`src/rtl/pollard_gcd_pkg.sv`:
```
// ----------------------------------------------------------------------------
// pollard_pkg
//   Shared definitions for the Pollard p-1 final GCD stage.
//   - state_t        : FSM state encoding used by pollard_gcd
//   - WIDTH_DEFAULT  : default operand / result width
//   - latency_bound  : worst-case cycles from start acceptance to done
//   - LATENCY_BOUND  : latency_bound evaluated at WIDTH_DEFAULT
// ----------------------------------------------------------------------------
package pollard_pkg;

    localparam int unsigned WIDTH_DEFAULT = 64;

    typedef enum logic [2:0] {
        ST_IDLE   = 3'd0,
        ST_LOAD   = 3'd1,
        ST_STRIP  = 3'd2,
        ST_REDUCE = 3'd3,
        ST_FINISH = 3'd4
    } state_t;

    function automatic int unsigned latency_bound(input int unsigned w);
        return 4 * w + 3;
    endfunction

    localparam int unsigned LATENCY_BOUND = latency_bound(WIDTH_DEFAULT);

endpackage

```
`src/rtl/pollard_gcd_step.sv`:
```
// ----------------------------------------------------------------------------
// gcd_step
//   One combinational binary-GCD reduction step. Exactly one action is taken,
//   in priority order: a even -> a>>1; b even -> b>>1; a>=b -> a-b; else b-a.
//   Ports:
//     a, b     : current operands (WIDTH bits)
//     a_next   : operand a after the step
//     b_next   : operand b after the step
//     zero     : a is zero, reduction is complete and operands pass through
// ----------------------------------------------------------------------------
module gcd_step
    import pollard_pkg::*;
#(
    parameter int unsigned WIDTH = WIDTH_DEFAULT
) (
    input  logic [WIDTH-1:0] a,
    input  logic [WIDTH-1:0] b,
    output logic [WIDTH-1:0] a_next,
    output logic [WIDTH-1:0] b_next,
    output logic             zero
);

    always_comb begin
        a_next = a;
        b_next = b;
        zero   = (a == '0);
        if (zero) begin
            a_next = a;
            b_next = b;
        end else if (!a[0]) begin
            a_next = a >> 1;
        end else if (!b[0]) begin
            b_next = b >> 1;
        end else if (a >= b) begin
            // Both odd here, so the difference is even and shrinks next step.
            a_next = a - b;
        end else begin
            b_next = b - a;
        end
    end

endmodule

```
`src/rtl/pollard_gcd.sv`:
```
// ----------------------------------------------------------------------------
// pollard_gcd
//   Final stage of Pollard's p-1 factoring: computes gcd(residue-1 mod n, n)
//   with a multi-cycle binary GCD (common factors of two are stripped first
//   and restored by a left shift of k at the end).
//   Ports:
//     clk          : clock, rising edge
//     reset        : asynchronous active-high reset
//     start        : load request, sampled only in IDLE
//     residue      : a^M mod n
//     modulus      : n
//     busy         : high in LOAD, STRIP and REDUCE
//     done         : one-cycle pulse when results are valid
//     gcd_out      : gcd result
//     factor_found : 1 < gcd_out < modulus
//     invalid      : modulus < 2
//     cycle_count  : busy cycles of last operation, saturating; present only
//                    when POLLARD_GCD_CYCLE_COUNT_EN is defined
// ----------------------------------------------------------------------------
module pollard_gcd
    import pollard_pkg::*;
#(
    parameter int unsigned WIDTH = WIDTH_DEFAULT
) (
    input  logic             clk,
    input  logic             reset,
    input  logic             start,
    input  logic [WIDTH-1:0] residue,
    input  logic [WIDTH-1:0] modulus,
    output logic             busy,
    output logic             done,
    output logic [WIDTH-1:0] gcd_out,
    output logic             factor_found,
    output logic             invalid
`ifdef POLLARD_GCD_CYCLE_COUNT_EN
    ,
    output logic [15:0]      cycle_count
`endif
);

    localparam int unsigned KW = $clog2(WIDTH) + 1;

    state_t           state;
    logic [WIDTH-1:0] res_q;
    logic [WIDTH-1:0] mod_q;
    logic [WIDTH-1:0] a;
    logic [WIDTH-1:0] b;
    logic [KW-1:0]    k;

    logic [WIDTH-1:0] a_nx;
    logic [WIDTH-1:0] b_nx;
    logic             a_zero;
    logic [WIDTH-1:0] gcd_shifted;

    gcd_step #(
        .WIDTH(WIDTH)
    ) u_step (
        .a      (a),
        .b      (b),
        .a_next (a_nx),
        .b_next (b_nx),
        .zero   (a_zero)
    );

    // b never exceeds the modulus once k is restored, so the shift cannot
    // overflow WIDTH bits.
    assign gcd_shifted = b << k;

    always_ff @(posedge clk or posedge reset) begin
        if (reset) begin
            state        <= ST_IDLE;
            res_q        <= '0;
            mod_q        <= '0;
            a            <= '0;
            b            <= '0;
            k            <= '0;
            busy         <= 1'b0;
            done         <= 1'b0;
            gcd_out      <= '0;
            factor_found <= 1'b0;
            invalid      <= 1'b0;
`ifdef POLLARD_GCD_CYCLE_COUNT_EN
            cycle_count  <= '0;
`endif
        end else begin
`ifdef POLLARD_GCD_CYCLE_COUNT_EN
            if (busy && (cycle_count != 16'hFFFF)) begin
                cycle_count <= cycle_count + 16'd1;
            end
`endif
            case (state)
                ST_IDLE: begin
                    done <= 1'b0;
                    if (start) begin
                        res_q        <= residue;
                        mod_q        <= modulus;
                        // Results clear on entry so they read 0 during LOAD.
                        gcd_out      <= '0;
                        factor_found <= 1'b0;
                        invalid      <= 1'b0;
                        busy         <= 1'b1;
                        state        <= ST_LOAD;
`ifdef POLLARD_GCD_CYCLE_COUNT_EN
                        cycle_count  <= '0;
`endif
                    end
                end

                ST_LOAD: begin
                    k <= '0;
                    b <= mod_q;
                    if (mod_q < WIDTH'(2)) begin
                        a       <= '0;
                        invalid <= 1'b1;
                        gcd_out <= '0;
                        busy    <= 1'b0;
                        done    <= 1'b1;
                        state   <= ST_FINISH;
                    end else if (res_q == WIDTH'(1)) begin
                        // residue-1 is zero: gcd(0, n) = n, trivially no factor.
                        a            <= '0;
                        gcd_out      <= mod_q;
                        factor_found <= 1'b0;
                        busy         <= 1'b0;
                        done         <= 1'b1;
                        state        <= ST_FINISH;
                    end else begin
                        a     <= (res_q == '0) ? (mod_q - WIDTH'(1))
                                               : (res_q - WIDTH'(1));
                        state <= ST_STRIP;
                    end
                end

                ST_STRIP: begin
                    if (!a[0] && !b[0]) begin
                        a <= a >> 1;
                        b <= b >> 1;
                        k <= k + KW'(1);
                    end else begin
                        state <= ST_REDUCE;
                    end
                end

                ST_REDUCE: begin
                    if (a_zero) begin
                        gcd_out      <= gcd_shifted;
                        factor_found <= (gcd_shifted > WIDTH'(1)) &&
                                        (gcd_shifted < mod_q);
                        invalid      <= 1'b0;
                        busy         <= 1'b0;
                        done         <= 1'b1;
                        state        <= ST_FINISH;
                    end else begin
                        a <= a_nx;
                        b <= b_nx;
                    end
                end

                ST_FINISH: begin
                    done  <= 1'b0;
                    state <= ST_IDLE;
                end

                default: begin
                    busy  <= 1'b0;
                    done  <= 1'b0;
                    state <= ST_IDLE;
                end
            endcase
        end
    end

endmodule

```
`config.mk`:
```
export PLATFORM = sky130hd
export DESIGN_NAME = pollard_gcd
export DESIGN_NICKNAME = d
export VERILOG_FILES = /design/src/rtl/pollard_gcd_pkg.sv /design/src/rtl/pollard_gcd_step.sv /design/src/rtl/pollard_gcd.sv
export SDC_FILE = /design/constraint.sdc
export NUM_CORES = 2
export LEC_CHECK = 0
export CORE_ASPECT_RATIO = 0.9
export CORE_MARGIN = 2
export CORE_UTILIZATION = 29
export CTS_CLUSTER_SIZE = 20
export DETAILED_ROUTE_END_ITERATION = 10
export GPL_ROUTABILITY_DRIVEN = 0
export GPL_TIMING_DRIVEN = 0
export PLACE_DENSITY_LB_ADDON = 0.3
export SLEW_MARGIN = 15
export SYNTH_ARGS = -nofsm -noshare
export SYNTH_HDL_FRONTEND = slang
export SYNTH_SLANG_ARGS = --single-unit
```
`constraint.sdc`:
```
create_clock -name clk -period 13.4 [get_ports clk]
set_input_delay 2.68 -clock clk [delete_from_list [all_inputs] [get_ports clk]]
set_output_delay 2.68 -clock clk [all_outputs]
set_load 0.01 [all_outputs]
```
== Yosys cells after proc, flatten, opt, wreduce, memory -nomap -nowiden ==
Index checks and enable logic that the tools add are counted.

* $add $sub $neg: 5
* $lt $le $gt $ge: 4
* Eq/ne operators: 18
* Shifts and indexed selects: 1
* Mux-type cells: 43
* Bitwise operators: 2
* Reductions and logical operators: 23

{| class="wikitable"
|+ Operators with widths
! cell !! count
|-
| $mux W64 || 17
|-
| $pmux W64 S3 || 3
|-
| $logic_not A64 Y1 || 2
|-
| $sub A64 B1 Y64 const B || 2
|-
| $sub A64 B64 Y64 || 2
|-
| $eq A64 B1 Y1 const B || 1
|-
| $ge A64 B64 Y1 || 1
|-
| $gt A64 B1 Y1 const B || 1
|-
| $lt A64 B2 Y1 const B || 1
|-
| $lt A64 B64 Y1 || 1
|-
| $shl A64 B7 Y64 || 1
|-
| $ne A2 B2 Y1 const B || 9
|-
| $reduce_and A4 Y1 || 4
|-
| $mux W3 || 5
|-
| $reduce_and A5 Y1 || 3
|-
| $pmux W7 S2 || 1
|-
| $pmux W3 S4 || 1
|-
| $mux W1 || 11
|-
| $ne A3 B3 Y1 const B || 3
|-
| $pmux W1 S3 || 3
|-
| $reduce_and A3 Y1 || 3
|-
| $add A7 B1 Y7 const B || 1
|-
| $mux W7 || 1
|-
| $eq A3 B2 Y1 const B || 2
|-
| other kinds (12) || 17
|}

* Register bits: 334
* Bits of input ports: 131

== Longest topological paths before layout ==
* Word-level depth: 6
* Mapped depth: 21
* Depth with buffers taken out: 17

== Modules after synthesis ==
From an unflattened synthesis, not the netlist that was laid out.

* Cell total of the unflattened synthesis: 4330
* Area total of the unflattened synthesis: 34279.1 µm²

{| class="wikitable"
|+ By module, submodules not included
! module !! times used !! cells each !! area an instance (µm²) !! sequential area each (µm²)
|-
| pollard_gcd || 1 || 2621 || 23831.6 || 8358.0
|-
| gcd_step || 1 || 1709 || 10447.5 || 0.0
|}

== Worst setup path before layout ==
No wires, ideal clock.

* Kind: register to register
* Start point: register k[3]
* End point: register factor_found
* Setup time: 95 ps
* Data arrival time: 4044 ps
* Slack: 9260 ps
* Stages on the path, launching flop included: 20
* Period minus slack after synthesis: 4140 ps
* Cells stage by stage: dfrtp_1 > clkbuf_1 > clkbuf_1 > buf_2 > buf_1 > clkbuf_1 > nor2_1 > a21oi_1 > o221ai_1 > ha_1 > a21o_1 > a21o_1 > a21o_1 > a21o_1 > a21oi_1 > nor2_1 > a2111oi_0 > o31a_1 > a311oi_1 > o31ai_1

* Word-level cells in the longest chain between the ends: 5

{| class="wikitable"
|+ RTL lines
! element !! RTL line !! text
|-
| start: declaration || pollard_gcd.sv:48 || <nowiki>logic [KW-1:0] k;</nowiki>
|-
| start signal: assignment || pollard_gcd.sv:138 || <nowiki>k <= k + KW'(1);</nowiki>
|-
| $shl A64 B7 Y64 (*) || pollard_gcd.sv:67 || <nowiki>assign gcd_shifted = b << k;</nowiki>
|-
| $gt A64 B1 Y1 or $lt A64 B64 Y1 (tied branches) || pollard_gcd.sv:147, pollard_gcd.sv:148 ||
|-
| $logic_and A1 B1 Y1 (*) || pollard_gcd.sv:147 || <nowiki>factor_found <= (gcd_shifted > WIDTH'(1)) &&</nowiki>
|-
| $mux W1 (*) || pollard_gcd.sv:145 || <nowiki>if (a_zero) begin</nowiki>
|-
| $pmux W1 S3 (*) || pollard_gcd.sv:91 || <nowiki>case (state)</nowiki>
|-
| end signal: assignment || pollard_gcd.sv:147 ||
|-
| end: declaration || pollard_gcd.sv:33 || <nowiki>output logic factor_found,</nowiki>
|}

Every way passes the cells marked *; elsewhere a longest branch is shown, timed or not. The select of a mux whose other input is x is not followed.
A chain may end at the register's enable or synchronous reset.

== Worst setup path after layout ==
* Start point: register a[0]
* End point: register a[13]

* Word-level cells in the longest chain between the ends: 6

{| class="wikitable"
|+ RTL lines
! element !! RTL line !! text
|-
| start: declaration || pollard_gcd.sv:46 || <nowiki>logic [WIDTH-1:0] a;</nowiki>
|-
| start signal: assignment || pollard_gcd.sv:128 || <nowiki>a <= (res_q == '0) ? (mod_q - WIDTH'(1))</nowiki>
|-
| start signal: assignment || pollard_gcd.sv:136 || <nowiki>a <= a >> 1;</nowiki>
|-
| start signal: assignment || pollard_gcd.sv:154 || <nowiki>a <= a_nx;</nowiki>
|-
| $sub A64 B64 Y64 || pollard_gcd_step.sv:36 || <nowiki>a_next = a - b;</nowiki>
|-
| $mux W64 || pollard_gcd_step.sv:34 || <nowiki>end else if (a >= b) begin</nowiki>
|-
| $mux W64 || pollard_gcd_step.sv:32 || <nowiki>end else if (!b[0]) begin</nowiki>
|-
| $mux W64 || pollard_gcd_step.sv:30 || <nowiki>end else if (!a[0]) begin</nowiki>
|-
| $mux W64 || pollard_gcd.sv:145 ||
|-
| $pmux W64 S3 || pollard_gcd.sv:91 ||
|}

Parallel ways exist; a longest one is shown, timed or not. The select of a mux whose other input is x is not followed.

==> results.ini <==
[sta]
setup_viol = 0
rsz0062_at_grt = no
worst_pin_slew_ps = 1440
skew_ps = 46.5
tns_ps = 0
max_slew_margin = 0.0378
max_freq_mhz = 149
drv_slew = 0
finalHoldViolCount = 0
fin_crit_sh = 0.499
period_needed_ps = 6690

[global_routing]
grtUsageTotal = 0.267
top_usage_layer = met2
grt_pass1_vias = 31300
grtUsageMet3 = 0.121
grt_max_degree = 102
grt_pass1_wl_um = 216000
use_met1 = 0.361
gr-total-overflow = 0
met2_usage = 0.371
antenna_found_initial = 7

[final_layout]
fin_nets = 4335
drive_gt1_frac = 0.0766
area_growth_pct = 17.0

[synthesis]
synth_top_area_cell = dfrtp_1
yosysSeqAreaShare = 0.271
synthCells = 3761
yosysTopAreaCellShare = 0.271
yosys_warnings = 0
synth-seq-cells = 334
synthFlopType = dfrtp_1
syn_area_um2 = 30800
synthMostInstantiatedCell = nand2_1
yosysUniqueCellTypes = 96
synth_top_cells_by_area = dfrtp_1 (27%), ha_1 (8.0%), a21oi_1 (4.9%)
synth-edff-count = 0
synth.net_count = 4090
syn_avg_cell_area_um2 = 8.19
synthTopCellsByCount = nand2_1 (383), dfrtp_1 (334), nor2_1 (304)
ys_async_sr_fraction = 1.00

[clock_network]
holdBufCountCts = 0
clk_pin_slew_ps = 70
cts.sinks = 334
post-cts-setup-buffers = 0
clk_latency_ps = 630
cts_max_level = 2
postCtsResizedCells = 0
clockBufferDepth = 3
cts-root-buf = clkbuf_16
cts_inserted_buffers = 39
cts_tree = built

[status]
violations = design-rule violations
status = finished, violations left

[min_path]
worstHoldPathType = reg -> reg

[die]
rows = 113
die_h_um = 313
coreArea_um2 = 105000
die_area_um2 = 109000
start_util = 0.292
io-pin-count = 199
fp.dieW_um = 348

[setup_path]
critPathTopFamily = compound AO/OA/AOI/OAI gates
worstPathArrival_ps = 7140
cp-end-kind = flip-flop
critPathRequiredTime_ps = 13850
worst-setup-path-type = reg -> reg
slowest_stage = a221oi_2
crit_chain = clkbuf_1 -> inv_1 -> ha_1 -> inv_1 -> fa_1 -> nand3_1 -> a211oi_1 -> o21ai_0 -> nand3_1 -> a211oi_1 -> o2111ai_1 -> nand2_1 -> clkbuf_1 -> a221oi_2 -> buf_2 -> buf_1 -> a21oi_1
cp_slowest_stage_delay_ps = 1280
crit_fanout = 10
cp.buffers_inverters = 6
cp-start-kind = flip-flop

[detailed_routing]
avgRoutedWirePerCell_um = 28.0
route.vias.total = 33500
firstDrtPassIters = 11
drc = 9
ant_nets = 0
drt_iter0_drc = 5279
drt_wl_total_um = 152000
routed_via_density = 6.19

[placed_design]
io_buffers = 198
dpl.hpwl_um = 123000

[run]
maxCapViolCount = 0

metal layers:
metal	wire length, µm	up-vias
li1	-	14300
met1	62300	16300
met2	59600	2418
met3	22700	431
met4	6720	12
met5	426	-
worst paths after layout:
kind | start | endpoint | slack [ps] | cells past startpoint
min in group asynchronous | reset | a[17] | 2590 | 2
setup reg to reg | a[0] | a[13] | 6710 | 17
setup / recovery | a[0] | a[13] | 6710 | 17
hold / removal | gcd_out[0] | gcd_out[0] | 480 | 2
hold reg to reg | gcd_out[0] | gcd_out[0] | 480 | 2
max in group asynchronous | reset | mod_q[54] | 9460 | 4
placed cells by master, fill, tap and decap left out, types with 165 or more instances in the layout:
cell type | synthesis | final
dfrtp_1 | 334 | 334
o21ai_0 | 244 | 243
clkbuf_1 | 200 | 207
clkdlybuf4s50_1 | 0 | 198
xnor2_1 | 165 | 165
nor2_1 | 304 | 303
ha_1 | 196 | 196
inv_1 | 233 | 232
nand2_1 | 383 | 383
a21oi_1 | 301 | 300
cell families (layout without fill, tap and decap cells):
| group | count (synthesis) | in the layout | synth area share |
|---|---|---|---|
| flip-flops | 334 | 334 | 0.271 |
| other | 0 | 6 | 0 |
| buffers and inverters | 493 | 765 | 0.0635 |
| AND/OR/NAND/NOR | 1110 | 1110 | 0.170 |
| XOR/XNOR | 228 | 228 | 0.0648 |
| multiplexers | 203 | 203 | 0.0968 |
| adder cells (fa/ha/maj) | 198 | 198 | 0.0809 |
| AO/OA/AOI/OAI | 1195 | 1195 | 0.252 |
worst min-delay path, cell delays in order (launching register included):
cell and delay, ps:
dfrtp_1 340, nand2_1 40, o21ai_0 60
registers in the layout (all words and copies together) (netlist names):
register,cells
invalid,1
state,3
factor_found,1
mod_q,64
k,7
gcd_out,64
res_q,64
b,64
busy,1
a,64
done,1
cell type report:
type | count | area [µm²]
Tap cell | 1380 | 1730
Multi-Input combinational cell | 2934 | 20500
Clock buffer | 56 | 1140
Inverter | 235 | 890
Clock inverter | 12 | 208
Timing Repair Buffer | 204 | 2090
Fill cell | 11100 | 69400
Sequential cell | 334 | 8360
Buffer | 258 | 1070
Antenna cell | 6 | 15.0
through the flow:
stage,area (µm²),hold slack [ps],setup WS [ps],cells,util
global placement,34500,472,-3800,5339,0.327
floorplan,30800,497,1470,3761,-
finish,36000,482,6710,5419,0.342
CTS,36000,487,7210,5413,0.341
detailed placement,34700,474,6820,5345,0.329
global route,36000,508,6740,5413,0.341
Power is left out: the tool's default activity adds up to more than one toggle a clock period on the data nets, which glitch-free logic cannot reach.
